===== src/rtl/aq_load_seq.sv =====
// Load sequencer for a bank of async-load flops: holds ld_val stable around an
// ld_en pulse (setup/pulse/hold), then reads the bank back and flags mismatches.
module aq_load_seq #(
    parameter int WIDTH = 8,
    parameter int SETUP = 2,
    parameter int PULSE = 3,
    parameter int HOLD  = 2
) (
    input  logic             clk,
    input  logic             arst,
    input  logic             req_valid,
    output logic             req_ready,
    input  logic [WIDTH-1:0] req_val,
    output logic             done,
    output logic             err,
    output logic [7:0]       err_cnt,
    output logic             ld_en,
    output logic [WIDTH-1:0] ld_val,
    input  logic [WIDTH-1:0] q_in
);

    localparam int MAX_LEN = (SETUP > PULSE) ? ((SETUP > HOLD) ? SETUP : HOLD)
                                             : ((PULSE > HOLD) ? PULSE : HOLD);
    localparam int CW = $clog2(MAX_LEN + 1);

    typedef enum logic [2:0] {
        S_IDLE,
        S_SETUP,
        S_PULSE,
        S_HOLD,
        S_CHECK
    } state_t;

    state_t         state;
    state_t         state_nx;
    logic [CW-1:0]  cnt;
    logic [CW-1:0]  cnt_nx;
    logic [WIDTH-1:0] q_cap;
    logic           accept;
    logic           mismatch;

    assign accept   = req_valid && req_ready;
    assign mismatch = (q_cap != ld_val);

    // Each timed phase loads its length minus one and counts down to zero.
    always_comb begin
        state_nx = state;
        cnt_nx   = cnt;
        case (state)
            S_IDLE: begin
                if (accept) begin
                    state_nx = S_SETUP;
                    cnt_nx   = CW'(SETUP - 1);
                end
            end
            S_SETUP: begin
                if (cnt == '0) begin
                    state_nx = S_PULSE;
                    cnt_nx   = CW'(PULSE - 1);
                end else begin
                    cnt_nx = cnt - CW'(1);
                end
            end
            S_PULSE: begin
                if (cnt == '0) begin
                    state_nx = S_HOLD;
                    cnt_nx   = CW'(HOLD - 1);
                end else begin
                    cnt_nx = cnt - CW'(1);
                end
            end
            S_HOLD: begin
                if (cnt == '0) begin
                    state_nx = S_CHECK;
                    cnt_nx   = '0;
                end else begin
                    cnt_nx = cnt - CW'(1);
                end
            end
            S_CHECK: begin
                state_nx = S_IDLE;
                cnt_nx   = '0;
            end
            default: begin
                state_nx = S_IDLE;
                cnt_nx   = '0;
            end
        endcase
    end

    // Outputs are flops decoded from the next state, so they line up with the
    // state they describe and ld_en cannot glitch.
    always_ff @(posedge clk or posedge arst) begin
        if (arst) begin
            state     <= S_IDLE;
            cnt       <= '0;
            req_ready <= 1'b1;
            ld_en     <= 1'b0;
            ld_val    <= '0;
            done      <= 1'b0;
            err       <= 1'b0;
            err_cnt   <= 8'd0;
            q_cap     <= '0;
        end else begin
            state     <= state_nx;
            cnt       <= cnt_nx;
            req_ready <= (state_nx == S_IDLE);
            ld_en     <= (state_nx == S_PULSE);
            done      <= (state_nx == S_CHECK);
            err       <= (state_nx == S_CHECK) && mismatch;
            if (accept) begin
                ld_val <= req_val;
            end
            // Sample the bank on the edge ending the pulse, ld_en still high.
            if (state == S_PULSE && cnt == '0) begin
                q_cap <= q_in;
            end
            if (state_nx == S_CHECK && mismatch && err_cnt != 8'hFF) begin
                err_cnt <= err_cnt + 8'd1;
            end
        end
    end

endmodule


===== config.mk =====
export PLATFORM = sky130hd
export DESIGN_NAME = aq_load_seq
export DESIGN_NICKNAME = d
export VERILOG_FILES = /design/src/rtl/aq_load_seq.sv
export SDC_FILE = /design/constraint.sdc
export NUM_CORES = 1
export LEC_CHECK = 0
export BUFFER_PORTS_ARGS = -buffer_cell sky130_fd_sc_hd__buf_2
export CAP_MARGIN = 20
export CORE_MARGIN = 4
export CORE_UTILIZATION = 47
export CTS_CLUSTER_DIAMETER = 80
export CTS_CLUSTER_SIZE = 12
export DETAILED_ROUTE_END_ITERATION = 8
export GPL_TIMING_DRIVEN = 0
export PLACE_DENSITY = 0.75
export SLEW_MARGIN = 20
export SYNTH_ARGS = -nofsm -noshare
export SYNTH_HDL_FRONTEND = slang
export SYNTH_SLANG_ARGS = --single-unit

===== constraint.sdc =====
create_clock -name clk -period 1.8 [get_ports clk]
set_input_delay 0.09 -clock clk [delete_from_list [all_inputs] [get_ports clk]]
set_output_delay 0.09 -clock clk [all_outputs]
set_load 0.01 [all_outputs]

==> impl_metrics.yaml, run 1 <==
placed_design:
  dp_slack_ps: -68.98
  place_area_um2: 1778
  port_buffers: 38
  gp_congestion: 0.7963
  place_hpwl_mm: 2.079
power_and_ir_drop:
  switching_share: 0.3745
  power_mw: 3.138
  peakVddDrop_uv: 737.1
  p_leak_nw: 0.9872
  p_comb_frac: 0.461
  p_int_mw: 1.963
  p_sw_mw: 1.175
  pwr-share-seq: 0.416
  pwr-share-clk: 0.123
  p_per_area_nw_per_um2: 1517
worst_setup_path:
  worstPathRequired_ps: 2020
  worst_setup_path_end_kind: "register"
  arrival_ps: 1930
  cp.buffers_inverters: 3
  worstSetupPathType: "register to register"
  max_stage_delay_ps: 400
  cp-start-kind: "register"
  critPathMaxFanout: 8
  cp_cell_sequence: "inv_2, ha_4, inv_2, nor2_4, and3_1, buf_2, mux2_2"
  critPathSlowestCell: "dfrtp_1"
  crit_top_cell: "inv_2"
  cp_top_family: "flip-flops"
synthesis:
  ys_seq_elements: 33
  syn_area_per_cell_um2: 12.26
  syn_inst: 125
  syn_nets: 148
  synth_cell_types: 31
  ys_warn_count: 0
  syn_area_um2: 1533
  yosysSeqAreaShare: 0.5396
floorplan:
  start_util: 0.4980
  die_x_um: 65.11
  fp.dieH_um: 65.11
  dieArea_um2: 4239
  core_area_um2: 3078
  ios: 39
  rows: 20
grt:
  grt_usage: 0.1732
  grt_pass1_wl_mm: 5.513
  antenna_found_initial: 0
  grt_max_degree: 34
  grt_overflow: 0
  grt_pass1_vias: 1239
layout:
  drive_gt1_frac: 0.4249
  n_antenna_cell: 0
  fillerInstances: 240
  layout_commonest_cell: "buf_2"
  syn2layout_area_growth_pct: 34.94
  nNetsFinal: 215
  final_cell_mix: "buf_2, dfrtp_1, mux2_2, dlygate4sd3_1, xnor2_1"
  final_area_um2: 2068
clock_tree:
  htree_levels: 2
  root_buffer: "clkbuf_4"
  clk_latency_ps: 330
  cts_buffer_depth: 2
  clkSinkCount: 33
  cts_tree: "built"
  cts_buffers: 5
  clkSlewWorstSetupHoldPaths_ps: 90
run_status:
  status: "completed"
sta:
  min_period_ps: 1711
  final.setup.worst_slack_ps: 88.82
  setup_viol: 0
  clock.fmax_mhz: 584.4
  hold_viol_final: 0
  tightestPinTransition_ps: 661.0
  maxSlewHeadroom: 0.5587
  slew_viol_final: 0
  fin_crit_sh: 0.9507
  setup_tns_ps: 0
  skew_ps: 4.764
route:
  drt-initial-drc-count: 38
  wl_per_cell_um: 13.52
  drc: 0
  vias: 1158
  wl_mm: 3.205
  ant_nets: 0
  dr.pass1.iters: 4
  vias_per_cell: 4.886
hold_path:
  min_path_type: "primary input to register"
run:
  drv_cap: 0
[layer usage]
metal | track usage | vias to the layer above | wire length (µm)
met5 | 0 | - | 0
met1 | 0.2038 | 552 | 1286
met4 | 0.07513 | 0 | 95
met2 | 0.2925 | 31 | 1680
met3 | 0.05299 | 9 | 142
li1 | - | 566 | -
[kinds of logic (layout without fill, tap and decap cells)]
| family | after synthesis | after routing | synth area share |
|---|---|---|---|
| AOI/OAI and AO/OA | 12 | 12 | 0.04654 |
| muxes | 19 | 19 | 0.1396 |
| DFF | 33 | 33 | 0.5396 |
| adders and majority gates | 4 | 4 | 0.03265 |
| buffers and inverters | 11 | 79 | 0.02939 |
| xor gates and xnor gates | 13 | 13 | 0.07429 |
| and+or+nand+nor | 33 | 33 | 0.1380 |
[worst paths after layout]
path | startpoint | depth (start not counted) | endpoint | slack (ps)
max in group asynchronous | arst | 3 | err_cnt[0]$_DFFE_PP0P_ | 980
max | cnt[0]$_DFFE_PP0P_ | 7 | q_cap[1]$_DFFE_PP0P_ | 90
min | req_valid | 3 | req_ready$_DFF_PP1_ | 110
min reg2reg | err_cnt[5]$_DFFE_PP0P_ | 1 | err_cnt[5]$_DFFE_PP0P_ | 510
max reg2reg | cnt[0]$_DFFE_PP0P_ | 7 | q_cap[1]$_DFFE_PP0P_ | 90
min in group asynchronous | arst | 3 | q_cap[7]$_DFFE_PP0P_ | 390
[Yosys cell counts]
library cell	n	area [µm²]
nor4b_2	1	15.01
nand3_4	1	17.52
clkbuf_2	1	5.000
inv_2	1	3.750
buf_2	2	10.01
dfstp_2	1	26.28
nor4_1	2	12.51
xnor2_1	8	70.07
o21ai_0	2	10.01
nand3_1	2	10.01
nand2b_1	1	6.260
nor2_1	6	22.52
mux2_2	19	214.0
and3_4	1	11.26
xor2_1	5	43.79
nor3_2	1	10.01
a21o_1	1	7.510
nand3b_1	1	7.510
or3_1	1	6.260
inv_1	7	26.28
o211ai_1	1	7.510
nand2_1	6	22.52
nor2_4	2	22.52
ha_1	4	50.05
nor3_1	2	10.01
nand4_1	5	31.28
a21oi_1	6	30.03
and3_1	1	6.260
a211oi_1	1	7.510
a221oi_1	1	8.760
dfrtp_1	32	800.8
[area by class of cell]
cell class | count | area [µm²] | share of cell area
Buffer | 3 | 15.01 | 0.007260
Clock buffer | 8 | 48.80 | 0.02359
Inverter | 8 | 30.03 | 0.01452
Multi-Input combinational cell | 81 | 694.4 | 0.3358
Sequential cell | 33 | 827.0 | 0.3999
Tap cell | 44 | 55.05 | 0.02662
Timing Repair Buffer | 60 | 397.9 | 0.1924
[tightest hold or removal path: cells and delay by family]
kind,cells,cell delay (ps)
buffers and inverters,1,80
AOI/OAI and AO/OA,2,260
[power by group through the flow]
stage               Combinational, mW  Clock, mW  Sequential, mW
floorplan                       0.865          0            1.37
global placement                 1.25          0            1.30
detailed placement               1.30          0            1.33
CTS                              1.36      0.397            1.31
global route                     1.60      0.438            1.37
finish                           1.45      0.385            1.31
[state kept, by name, indices dropped and copies added (netlist names)]
register / cells
q_cap: 8
cnt: 2
ld_en: 1
done: 1
err: 1
err_cnt: 8
state: 3
req_ready: 1
ld_val: 8
[through the flow]
step                      instances    util  hold WS [ps]
after floorplan                 125       -         218.2
after global placement          207  0.5776         321.1
after detailed placement        207  0.5776         229.6
after CTS                       234  0.6573         104.3
after global routing            237  0.6720         96.07
final                           237  0.6720         108.9
[timing repair]
action / 4_1_cts / 5_1_grt
buffers inserted: 2 / 3
hold buffers: 17 / 0
setup endpoints to repair: 10 / 12
gates cloned: 0 / 0
gates resized for setup: 3 / 3
endpoints found under the hold margin: 48 / 0
pin swaps: 0 / 1
Note: power is estimated with default switching activity, not from simulation.
==> run 2: changes to the inputs <==
--- a/config.mk
+++ b/config.mk
@@ -8,12 +8,13 @@
 export BUFFER_PORTS_ARGS = -buffer_cell sky130_fd_sc_hd__buf_2
 export CAP_MARGIN = 20
 export CORE_MARGIN = 4
-export CORE_UTILIZATION = 47
+export CORE_UTILIZATION = 44
+export CTS_BUF_LIST = sky130_fd_sc_hd__clkbuf_4 sky130_fd_sc_hd__clkbuf_8 sky130_fd_sc_hd__clkbuf_16
 export CTS_CLUSTER_DIAMETER = 80
 export CTS_CLUSTER_SIZE = 12
 export DETAILED_ROUTE_END_ITERATION = 8
 export GPL_TIMING_DRIVEN = 0
-export PLACE_DENSITY = 0.75
+export PLACE_DENSITY = 0.71
 export SLEW_MARGIN = 20
 export SYNTH_ARGS = -nofsm -noshare
 export SYNTH_HDL_FRONTEND = slang
==> run 2 against run 1 <==
  * Register-to-register slack worse by 50 ps
  * Via count grew 4.4%
  * Sequential power is essentially flat
  * Non-clock buffer count up 1
  * Largest power group unchanged
  * Highest routed layer unchanged
==> impl_metrics.yaml, run 2 (same netlist as run 1, synthesis figures left out) <==
layout:
  layout_commonest_cell: "buf_2"
  drive_gt1_frac: 0.4433
  fin_util: 0.6198
  reg_top3: "err_cnt: 8 flops, ld_val: 8 flops, q_cap: 8 flops"
  multi_input_area_um2: 691.9
  layout.cells.non_filler: 240
  layout.area.seq_um2: 827.0
  n_antenna_cell: 0
  syn2layout_area_growth_pct: 36.00
  nNetsFinal: 216
  final_area_um2: 2085
  final_cell_mix: "buf_2, dfrtp_1, mux2_2, dlygate4sd3_1, xnor2_1"
  fillerInstances: 292
grt:
  grt_overflow: 0
  grt_usage: 0.1619
  grt_pass1_wl_mm: 5.319
  grt_pass1_vias: 1166
  antenna_found_initial: 0
  grt_max_degree: 34
floorplan:
  fp.dieH_um: 67.02
  dieArea_um2: 4492
  rows: 21
  start_util: 0.4557
  core_area_um2: 3363
  die_x_um: 67.02
  ios: 39
route:
  wl_per_cell_um: 13.91
  wl_mm: 3.339
  dr.pass1.iters: 4
  drc: 0
  vias_per_cell: 5.038
  drt-initial-drc-count: 66
  ant_nets: 0
  vias: 1209
power_and_ir_drop:
  peakVddDrop_uv: 712.7
  p_per_area_nw_per_um2: 1536
  p_int_mw: 1.989
  p_leak_nw: 1.002
  switching_share: 0.3788
  pwr-share-clk: 0.128
  pwr-share-seq: 0.411
  p_comb_frac: 0.460
  p_sw_mw: 1.213
  power_mw: 3.202
worst_setup_path:
  arrival_ps: 2010
  critPathMaxFanout: 7
  worstPathRequired_ps: 2050
  cp.buffers_inverters: 3
  cp-start-kind: "register"
  cp_top_family: "simple AND/OR/NAND/NOR gates"
  cp_cell_sequence: "inv_2, ha_4, inv_4, nor2_4, nand3_4, buf_4, nor4_1, xor2_1"
  worst_setup_path_end_kind: "register"
  max_stage_delay_ps: 430
  critPathSlowestCell: "dfrtp_1"
  worstSetupPathType: "register to register"
clock_tree:
  cts_buffer_depth: 2
  clkSlewWorstSetupHoldPaths_ps: 110
  clk_latency_ps: 330
  cts_buffers: 5
  root_buffer: "clkbuf_4"
  htree_levels: 2
  cts_tree: "built"
  clkSinkCount: 33
hold_path:
  min_path_type: "primary input to register"
run:
  drv_cap: 0
sta:
  setup_tns_ps: 0
  slew_viol_final: 0
  hold_viol_final: 0
  min_period_ps: 1757
  skew_ps: 10.71
  final.setup.worst_slack_ps: 42.95
  tightestPinTransition_ps: 672.8
  clock.fmax_mhz: 569.1
  fin_crit_sh: 0.9761
  maxSlewHeadroom: 0.5508
  holdWs_ps: 131.5
  setup_viol: 0
placed_design:
  placed_cells: 209
  dp_slack_ps: -81.82
  port_buffers: 38
  gp_congestion: 0.7676
  place_hpwl_mm: 2.125
  place_area_um2: 1780
run_status:
  status: "completed"
run 2: changes by cell type in the layout (fill, tap and decap cells not counted):
cell,delta
clkbuf_1,-3
clkinv_2,+2
nor4_2,-1
buf_4,+1
clkbuf_4,+1
mux2_4,+1
inv_4,+1
inv_1,-1
nor4_1,+1
mux2_2,-1
run 2: power groups by stage:
| stage | clock network [mW] | registers (mW) | logic, mW |
|---|---|---|---|
| 6_report | 0.411 | 1.32 | 1.47 |
| 3_3_place_gp | 0 | 1.31 | 1.25 |
| 5_1_grt | 0.475 | 1.37 | 1.63 |
| 2_1_floorplan | 0 | 1.37 | 0.865 |
| 3_5_place_dp | 0 | 1.33 | 1.30 |
| 4_1_cts | 0.429 | 1.32 | 1.34 |
run 2: final timing paths:
kind                                         from                      to  slack (ps)  cells after the start
min in group asynchronous                    arst    q_cap[0]$_DFFE_PP0P_         410                      3
min reg2reg                err_cnt[5]$_DFFE_PP0P_  err_cnt[5]$_DFFE_PP0P_         510                      1
max in group asynchronous                    arst         ld_en$_DFF_PP0_         950                      3
min                                     req_valid     req_ready$_DFF_PP1_         130                      3
max reg2reg                    cnt[1]$_DFFE_PP0P_  err_cnt[5]$_DFFE_PP0P_          40                      8
max                            cnt[1]$_DFFE_PP0P_  err_cnt[5]$_DFFE_PP0P_          40                      8
run 2: cell type report:
cell class | count | share of cell area
inverter | 8 | 0.01561
timing repair buffer | 61 | 0.1945
sequential | 33 | 0.3968
tap | 46 | 0.02761
buffer | 3 | 0.007203
multi-input combinational | 81 | 0.3319
clock inverter | 2 | 0.004802
clock buffer | 6 | 0.02161
run 2: tightest hold or removal path, delay by kind of cell:
| family | cells | cell delay (ps) |
|---|---|---|
| AO/OA/AOI/OAI | 2 | 280 |
| buffers and inverters | 1 | 90 |
run 2: repair_timing:
action | CTS | global route
hold buffers | 17 | 0
gates resized for setup | 2 | 6
setup endpoints to repair | 10 | 10
endpoints found under the hold margin | 48 | 0
pin swaps | 1 | 3
buffers inserted | 0 | 6
run 2: metal layers:
metal / routed length [µm] / vias to the layer above / global-route usage
met2: 1749 / 29 / 0.2601
met3: 147 / 7 / 0.03879
met1: 1377 / 602 / 0.1955
met4: 65 / 0 / 0.09367
li1: - / 571 / -
met5: 0 / - / 0
==> run 3: changes to the inputs <==
--- a/config.mk
+++ b/config.mk
@@ -15,6 +15,7 @@
 export DETAILED_ROUTE_END_ITERATION = 8
 export GPL_TIMING_DRIVEN = 0
 export PLACE_DENSITY = 0.71
+export RECOVER_POWER = 100
 export SLEW_MARGIN = 20
 export SYNTH_ARGS = -nofsm -noshare
 export SYNTH_HDL_FRONTEND = slang
==> run 3 against run 2 <==
  * Fmax about the same
  * Register-to-register slack hardly changed
  * Final cell count stayed put
  * Clock-buffer cell count did not move
  * Non-clock buffer count stayed put
  * First-iteration DRC count fell by 12%
  * Flip-flop and latch count stayed put
  * Clock power is essentially flat
  * Critical endpoint unchanged
  * Largest cell class unchanged
==> impl_metrics.yaml, run 3 (same netlist as run 1, synthesis figures left out) <==
placed_design:
  place_hpwl_mm: 2.125
  port_buffers: 38
  gp_congestion: 0.7676
  placed_cells: 209
floorplan:
  core_area_um2: 3363
  start_util: 0.4557
  fp.dieH_um: 67.02
  ios: 39
  dieArea_um2: 4492
  die_x_um: 67.02
  rows: 21
run_status:
  status: "completed"
layout:
  nNetsFinal: 216
  drive_gt1_frac: 0.3351
  layout.cells.non_filler: 240
  fillerInstances: 296
  n_antenna_cell: 0
  fin_util: 0.6127
  reg_top3: "err_cnt: 8 flops, ld_val: 8 flops, q_cap: 8 flops"
  syn2layout_area_growth_pct: 34.45
  final_cell_mix: "dfrtp_1, buf_2, clkbuf_1, mux2_2, dlygate4sd3_1"
  layout_commonest_cell: "dfrtp_1"
sta:
  hold_viol_final: 0
  clock.fmax_mhz: 569.6
  skew_ps: 10.94
  slew_viol_final: 0
  fin_crit_sh: 0.9753
  setup_viol: 0
  tightestPinTransition_ps: 1210
  maxSlewHeadroom: 0.1927
  min_period_ps: 1756
  holdWs_ps: 134.5
  setup_tns_ps: 0
worst_setup_path:
  worstPathRequired_ps: 2050
  worstSetupPathType: "register to register"
  critPathMaxFanout: 7
  ff2ff_setup_slack_ps: 40
  worst_setup_path_end_kind: "register"
  cp-start-kind: "register"
  arrival_ps: 2010
power_and_ir_drop:
  p_per_area_nw_per_um2: 1536
  p_leak_nw: 0.9377
  peakVddDrop_uv: 710.8
  power_mw: 3.164
grt:
  grt_usage: 0.1619
  grt_pass1_wl_mm: 5.319
  grt_max_degree: 34
  grt_overflow: 0
  antenna_found_initial: 0
  grt_pass1_vias: 1166
clock_tree:
  clkSinkCount: 33
  clkSlewWorstSetupHoldPaths_ps: 110
  clk_latency_ps: 330
  cts_buffer_depth: 2
  root_buffer: "clkbuf_4"
  cts_tree: "built"
  cts_buffers: 5
  htree_levels: 2
run:
  drv_cap: 0
route:
  vias: 1208
  wl_mm: 3.347
  vias_per_cell: 5.033
  dr.pass1.iters: 4
  ant_nets: 0
  drc: 0
  wl_per_cell_um: 13.95
  drt-initial-drc-count: 58
hold_path:
  min_path_type: "primary input to register"
==> run 3: final cells by class <==
type	count	area (µm²)	share of cell area
Multi-Input combinational cell	81	691.9	0.3358
Inverter	8	32.53	0.01579
Clock buffer	6	45.04	0.02186
Clock inverter	2	10.01	0.004857
Timing Repair Buffer	61	381.6	0.1852
Tap cell	46	57.56	0.02793
Buffer	3	15.01	0.007286
Sequential cell	33	827.0	0.4013
==> run 3: routing by layer <==
metal  GRT usage  wire [µm]
met5           0          0
met4     0.09367         65
met3     0.03879        153
met2      0.2601       1752
met1      0.1955       1376
==> run 3: final timing paths <==
| check | startpoint | endpoint | cells after the start |
|---|---|---|---|
| max | cnt[1]$_DFFE_PP0P_ | err_cnt[5]$_DFFE_PP0P_ | 8 |
| min | req_valid | req_ready$_DFF_PP1_ | 3 |
| max reg2reg | cnt[1]$_DFFE_PP0P_ | err_cnt[5]$_DFFE_PP0P_ | 8 |
| min reg2reg | err_cnt[5]$_DFFE_PP0P_ | err_cnt[5]$_DFFE_PP0P_ | 1 |
| max in group asynchronous | arst | ld_en$_DFF_PP0_ | 3 |
| min in group asynchronous | arst | q_cap[0]$_DFFE_PP0P_ | 3 |
==> run 3: through the flow <==
step / worst slack [ps] / instance area, µm²
floorplan: 107.0 / 1533
global placement: -3.462 / 1780
detailed placement: -81.82 / 1780
CTS: 3.490 / 2008
global route: -82.45 / 2061
finish: 44.37 / 2061
==> run 3: power breakdown <==
part / total (mW) / internal (mW) / leakage, nW / switching [mW]
Combinational: 1.43 / 0.721 / 0.496 / 0.712
Sequential: 1.32 / 1.06 / 0.406 / 0.259
Clock: 0.412 / 0.164 / 0.0354 / 0.249
Total: 3.16 / 1.94 / 0.938 / 1.22
==> run 3: timing repair <==
action | 4_1_cts | 5_1_grt
pin swaps | 1 | 3
buffers inserted | 0 | 6
hold buffers | 17 | 0
resized for setup | 2 | 6
hold endpoints to repair | 48 | 0
setup endpoints to repair | 10 | 10
==> run 3: critical path: stages, from the launching register on <==
cell,delay (ps)
dfrtp_1,430
inv_2,90
ha_4,160
inv_4,50
nor2_4,110
nand3_4,150
buf_4,180
nor4_1,320
xor2_1,180
